<file path="src/rtl/rc_err_monitor.sv">
// Compares two fixed-point RC model outputs sample-by-sample. It accumulates
// peak error and tolerance violations, and flags when the reference has converged.
module rc_err_monitor #(
  parameter int WIDTH     = 16,
  parameter int FRAC_BITS = 8,
  parameter int MAX_DIFF  = 1,
  parameter int SETTLE_N  = 16,
  parameter int CNT_W     = 16
) (
  input  logic                    clk,
  input  logic                    rst,
  input  logic                    start,
  input  logic                    valid,
  input  logic signed [WIDTH-1:0] v_a,
  input  logic signed [WIDTH-1:0] v_b,
  output logic                    busy,
  output logic                    settled,
  output logic                    fail,
  output logic [WIDTH:0]          err_max,
  output logic [CNT_W-1:0]        viol_cnt,
  output logic [CNT_W-1:0]        first_viol,
  output logic [CNT_W-1:0]        sample_cnt
);

  if (SETTLE_N < 1 || SETTLE_N > (2 ** CNT_W) - 1) begin : g_bad_settle
    $error("rc_err_monitor: SETTLE_N out of range for CNT_W");
  end
  if (FRAC_BITS < 0 || FRAC_BITS >= WIDTH) begin : g_bad_frac
    $error("rc_err_monitor: FRAC_BITS must lie inside WIDTH");
  end

  typedef enum logic [1:0] {
    ST_IDLE,
    ST_RUN,
    ST_SETTLED
  } state_t;

  localparam logic [WIDTH:0]   LP_TOL     = (WIDTH + 1)'(MAX_DIFF);
  localparam logic [CNT_W-1:0] LP_CNT_MAX = '1;
  localparam logic [CNT_W-1:0] LP_SETTLE  = CNT_W'(SETTLE_N);

  state_t           r_state;
  state_t           w_state_nxt;
  logic [WIDTH:0]   r_err_max;
  logic [CNT_W-1:0] r_viol_cnt;
  logic [CNT_W-1:0] r_first_viol;
  logic [CNT_W-1:0] r_sample_cnt;
  logic [CNT_W-1:0] r_stable_cnt;
  logic [WIDTH-1:0] r_prev_a;
  logic             r_first;

  logic             w_accept;
  logic             w_eval;
  logic             w_viol;
  logic             w_step_ok;
  logic [WIDTH:0]   w_diff;
  logic [WIDTH:0]   w_absd;
  logic [WIDTH:0]   w_step;
  logic [WIDTH:0]   w_abs_step;
  logic [CNT_W-1:0] w_stable_nxt;

  // Sign-extending by one bit makes both subtractions overflow-free, and the
  // most-negative WIDTH+1 value is unreachable, so negation is exact.
  assign w_diff     = {v_a[WIDTH-1], v_a} - {v_b[WIDTH-1], v_b};
  assign w_absd     = w_diff[WIDTH] ? (~w_diff + 1'b1) : w_diff;
  assign w_step     = {v_a[WIDTH-1], v_a} - {r_prev_a[WIDTH-1], r_prev_a};
  assign w_abs_step = w_step[WIDTH] ? (~w_step + 1'b1) : w_step;

  assign w_viol    = (w_absd > LP_TOL);
  assign w_step_ok = (w_abs_step <= LP_TOL);

  // start takes priority: a coincident sample is dropped, not counted.
  assign w_accept = valid && !start && (r_state != ST_IDLE);
  assign w_eval   = w_accept && (r_state == ST_RUN) && !r_first;

  always_comb begin
    // NOTE: every always_comb output gets a default first so no path can infer a latch.
    w_stable_nxt = r_stable_cnt;
    if (w_eval) begin
      if (!w_step_ok)                       w_stable_nxt = '0;
      else if (r_stable_cnt != LP_CNT_MAX)  w_stable_nxt = r_stable_cnt + 1'b1;
    end
  end

  always_comb begin
    w_state_nxt = r_state;
    unique case (r_state)
      ST_IDLE:    if (start) w_state_nxt = ST_RUN;
      ST_RUN: begin
        if (start)                                     w_state_nxt = ST_RUN;
        else if (w_eval && (w_stable_nxt == LP_SETTLE)) w_state_nxt = ST_SETTLED;
      end
      ST_SETTLED: if (start) w_state_nxt = ST_RUN;
      default:    w_state_nxt = ST_IDLE;
    endcase
  end

  // NOTE: sequential state uses non-blocking assignments so every register
  // samples pre-edge values regardless of statement order.
  always_ff @(posedge clk or negedge rst) begin
    if (!rst) r_state <= ST_IDLE;
    else      r_state <= w_state_nxt;
  end

  always_ff @(posedge clk or negedge rst) begin
    if (!rst) begin
      r_err_max    <= '0;
      r_viol_cnt   <= '0;
      r_first_viol <= '1;
      r_sample_cnt <= '0;
    end else if (start) begin
      r_err_max    <= '0;
      r_viol_cnt   <= '0;
      r_first_viol <= '1;
      r_sample_cnt <= '0;
    end else if (w_accept) begin
      if (r_sample_cnt != LP_CNT_MAX) r_sample_cnt <= r_sample_cnt + 1'b1;
      if (w_absd > r_err_max)         r_err_max    <= w_absd;
      if (w_viol) begin
        if (r_viol_cnt != LP_CNT_MAX) r_viol_cnt <= r_viol_cnt + 1'b1;
        // Index of this sample is the pre-increment count; it is already
        // all-ones once the sample counter has saturated.
        if (r_viol_cnt == '0)         r_first_viol <= r_sample_cnt;
      end
    end
  end

  always_ff @(posedge clk or negedge rst) begin
    if (!rst) begin
      r_stable_cnt <= '0;
      r_prev_a     <= '0;
      r_first      <= 1'b1;
    end else if (start) begin
      r_stable_cnt <= '0;
      r_prev_a     <= '0;
      r_first      <= 1'b1;
    end else if (w_accept && (r_state == ST_RUN)) begin
      r_prev_a     <= v_a;
      r_first      <= 1'b0;
      r_stable_cnt <= w_stable_nxt;
    end
  end

  assign busy       = (r_state == ST_RUN);
  assign settled    = (r_state == ST_SETTLED);
  assign fail       = (r_viol_cnt != '0);
  assign err_max    = r_err_max;
  assign viol_cnt   = r_viol_cnt;
  assign first_viol = r_first_viol;
  assign sample_cnt = r_sample_cnt;

endmodule
</file>
<file path="config.mk">
export PLATFORM = sky130hd
export DESIGN_NAME = rc_err_monitor
export DESIGN_NICKNAME = d
export VERILOG_FILES = /design/src/rtl/rc_err_monitor.sv
export SDC_FILE = /design/constraint.sdc
export NUM_CORES = 1
export LEC_CHECK = 0
export CORE_MARGIN = 2
export CORE_UTILIZATION = 30
export CTS_BUF_LIST = sky130_fd_sc_hd__clkbuf_8
export DETAILED_ROUTE_END_ITERATION = 16
export REMOVE_ABC_BUFFERS = 1
export SKIP_CTS_REPAIR_TIMING = 1
export SYNTH_ARGS = -nofsm -noshare
export SYNTH_HDL_FRONTEND = slang
export SYNTH_SLANG_ARGS = --single-unit
export TNS_END_PERCENT = 50
</file>
<file path="constraint.sdc">
create_clock -name clk -period 6.3 [get_ports clk]
set_input_delay 1.26 -clock clk [delete_from_list [all_inputs] [get_ports clk]]
set_output_delay 1.26 -clock clk [all_outputs]
set_load 0.02 [all_outputs]
</file>
==> metrics.md <==
| Metric | Value |
|---|---|
| CP startpoint | `v_a[0]` |
| GRT Total Usage | `16.3%` |
| Clock tree buffer depth | `2` |
| Die Wd | `172 um` |
| Final HPWL DP | `17.8 mm` |
| Grt ovf | `0` |
| Largest area contributor in the netlist | `dfrtp_1` |
| DRC Markers | `0` |
| Maximum capacitance violations | `0` |
| Synth top area share | `24.5%` |
| DRT Pass-1 Iters | `5` |
| Share of cells above drive strength 1 | `8.49%` |
| Worst R2R Start | `r_prev_a[0]` |
| P&R area growth vs syn | `20.9%` |
| Initial antenna violation count | `0` |
| Drt total wl | `24.1 mm` |
| Slowest stage cell on the critical path | `or4_1` |
| Critical path's largest stage delay | `510 ps` |
| Final Hold Fails | `0` |
| Post-synth cell types | `79` |
| H-tree Lvls | `3` |
| Core Area | `27,800 um^2` |
| Via/cell ratio | `5.39` |
| Port Buffers | `103` |
| RSZ-0062 raised after global routing | `false` |
| Run status | `finished, final reports clean` |
| Non-filler instance count after layout | `1,520` |
| Crit end category | `flop` |
| Setup tns final | `0 ps` |
| Mapped Cells | `1,046` |
| Initial core utilization | `30.5%` |
| Synth warn | `0` |
| Nature of the critical path startpoint | `input port` |
| DP Cell Count | `1,503` |
| Post-Synthesis Cell Area | `8480 um^2` |
| Hold wc startpoint | `first_viol[10]` |
| Worst-path clk slew | `130 ps` |
| Leak | `4.16 nW` |
| Pre-CTS WS | `-27.2 ps` |
| CP max FO | `7` |
| Worst Path Required | `6620 ps` |
| CTS root buffer | `clkbuf_8` |
| HP Class | `reg2reg` |
| Clk Latency, worst-skew pair | `400 ps` |
| CTS buffer count | `9` |
| Yosys reg bits | `100` |
| Final setup margin | `504 ps` |
| Seq/Total Area, Yosys | `29.8%` |
| Clock period minus final worst setup slack | `5800 ps` |
| Top cells by area, synth | `dfrtp_1 (25%), ha_1 (8.1%), dfstp_2 (5.3%)` |
| Placed Area | `10,000 um^2` |
| PD cells | `220 nW/um^2` |
| Post-synth EDFFs | `0` |
| CTS Sinks | `100` |
| Worst-Margin Slew | `1140 ps` |
| Clk_skew | `25.9 ps` |
| Final Wtd Congestion | `0.865` |
| WHS | `505 ps` |
| Nets | `1,230` |
| Max-slew violations | `0` |
| Top delay family on crit path | `compound AO/OA/AOI/OAI gates` |
| Final instance area | `10,200 um^2` |
| ANT cells | `0` |
| Ys async rst share | `100%` |
| Slew margin rel. | `23.2%` |
| Die area | `29,600 um^2` |
| Most frequent CP cell | `or4_1` |
| Mean routed wirelength per cell | `15.9 um` |
| Crit share post-route | `92.0%` |
| Site Rows | `61` |
| Vias in the first global route | `7,673` |
| ANT nets after route | `0` |
| Largest net degree at the start of global routing | `53` |
| Die height | `172 um` |
| Initial drt markers | `671` |
| IO Count | `104` |
| # fillers | `2,920` |
| First-pass GRT wire length | `39.3 mm` |
| TritonCTS clock tree | `done` |
| # setup viols final | `0` |
| CP Buf/Inv Count | `2` |
| Most used DFF post-synth | `dfrtp_1` |
| Crit path cell chain | `clkdlybuf4s50_1 -> inv_1 -> ha_1 -> fa_1 -> nand2b_1 -> a211oi_2 -> o21ai_1 -> a2111oi_4 -> nand2_2 -> or3_4 -> or4_1 -> a21o_1 -> a2111o_1 -> or4_1 -> o221ai_1` |
| VDD IR max | `0.0864 mV` |
| Via count | `8,193` |
| Crit path DAT | `6110 ps` |
| Crit Path Class | `in2reg` |
| Fmax | `173 MHz` |
| Syn avg cell area | `8.10 um^2` |
final cells by class:
| type | instances | area (um^2) | area share, % |
|---|---|---|---|
| Clock inverter | 7 | 93.8 | 0.916 |
| Timing Repair Buffer | 132 | 1240 | 12.1 |
| Clock buffer | 9 | 124 | 1.21 |
| Inverter | 68 | 255 | 2.49 |
| Multi-Input combinational cell | 826 | 5540 | 54.0 |
| Sequential cell | 100 | 2520 | 24.6 |
| Tap cell | 378 | 473 | 4.61 |
final timing paths:
check / endpoint / slack, ps / depth (start not counted)
min in group asynchronous: viol_cnt[3] / 870 / 1
hold reg to reg: first_viol[10] / 500 / 2
hold / removal: first_viol[10] / 500 / 2
max in group asynchronous: err_max[9] / 4230 / 2
setup / recovery: r_stable_cnt[0] / 500 / 15
setup reg to reg: r_stable_cnt[0] / 1520 / 13
per-layer routing:
| metal | GRT usage, % | routed length [um] |
|---|---|---|
| met1 | 22.5 | 11600 |
| met2 | 27.0 | 11400 |
| met3 | 2.06 | 870 |
| met4 | 4.20 | 240 |
| met5 | 0 | 0 |
power by group:
part / internal, mW / switching (mW)
sequential: 0.711 / 0.0411
clock: 0.163 / 0.301
combinational: 0.439 / 0.595
worst reg2reg max path, delay by kind of cell, from the launching register on:
kind	cells	cell delay (ps)
adder cells (fa/ha/maj)	2	660
AO/OA/AOI/OAI	6	1940
flip-flops	1	410
AND/OR/NAND/NOR	5	1690
state kept, by name, indices dropped and copies added, names as in the netlist:
| register | count |
|---|---|
| err_max | 17 |
| first_viol | 16 |
| r_prev_a | 16 |
| r_stable_cnt | 16 |
| sample_cnt | 16 |
| viol_cnt | 16 |
| r_state | 2 |
| r_first | 1 |
kinds of logic (layout without fill, tap and decap cells):
group                    count (synthesis)  after routing  share of synthesized area (%)
buffers and inverters                  121            216                           5.40
flip-flops                             100            100                           29.8
AND/OR/NAND/NOR                        399            399                           23.8
adder cells (fa/ha/maj)                 57             57                           8.59
XOR/XNOR                                47             47                           4.95
AO/OA/AOI/OAI                          298            299                           24.5
multiplexers                            24             24                           2.98
synthesized netlist by cell type (4+ instances only):
| library cell | n |
|---|---|
| or2_2 | 5 |
| ha_1 | 55 |
| o211ai_1 | 8 |
| nand3_1 | 42 |
| a21o_1 | 22 |
| nand2_1 | 77 |
| inv_1 | 68 |
| a21oi_1 | 62 |
| a22o_1 | 5 |
| nand4_1 | 18 |
| a221oi_1 | 4 |
| a211oi_1 | 20 |
| or3_1 | 12 |
| nand2b_1 | 13 |
| a31oi_1 | 10 |
| o221ai_1 | 5 |
| and3_1 | 16 |
| a41oi_1 | 4 |
| nand3b_1 | 7 |
| nor3_1 | 26 |
| mux2i_1 | 17 |
| o211a_1 | 6 |
| clkbuf_1 | 48 |
| o21a_1 | 9 |
| mux2_2 | 6 |
| nor2b_1 | 18 |
| nor2_1 | 117 |
| xnor2_1 | 22 |
| o41ai_1 | 5 |
| dfrtp_1 | 83 |
| nor4b_1 | 5 |
| xor2_1 | 24 |
| o21ai_0 | 51 |
| nor4_1 | 15 |
| o31ai_1 | 37 |
| and2_1 | 4 |
| o22ai_1 | 6 |
| dfstp_2 | 17 |
| o21ai_1 | 4 |
| or4_1 | 6 |
stage by stage:
stage               total power, mW  util, %
detailed placement             1.78     36.0
floorplan                      1.42        -
global placement               1.77     36.0
CTS                            2.27     36.8
finish                         2.25     36.9
global route                   2.43     36.9
placed cells by master, fill, tap and decap left out, types with 6 or more instances in the layout:
cell | netlist | routed
ha_1 | 55 | 55
nor4_1 | 15 | 15
o211a_1 | 6 | 6
clkdlybuf4s50_1 | 0 | 101
nor2b_1 | 18 | 18
inv_1 | 68 | 68
a21oi_1 | 62 | 62
o22ai_1 | 6 | 6
nand2b_1 | 13 | 13
nand2_1 | 77 | 77
a31oi_1 | 10 | 10
mux2_2 | 6 | 6
nand3b_1 | 7 | 7
dfrtp_1 | 83 | 83
or4_1 | 6 | 6
clkbuf_8 | 0 | 9
nor2_1 | 117 | 116
buf_4 | 0 | 31
xor2_1 | 24 | 24
o31ai_1 | 37 | 37
nor3_1 | 26 | 26
and3_1 | 16 | 15
a21o_1 | 22 | 22
nand3_1 | 42 | 42
o21ai_0 | 51 | 49
o21a_1 | 9 | 9
nand4_1 | 18 | 18
o211ai_1 | 8 | 8
xnor2_1 | 22 | 22
or3_1 | 12 | 12
mux2i_1 | 17 | 17
dfstp_2 | 17 | 17
a211oi_1 | 20 | 20
(Power assumes the default switching activity.)
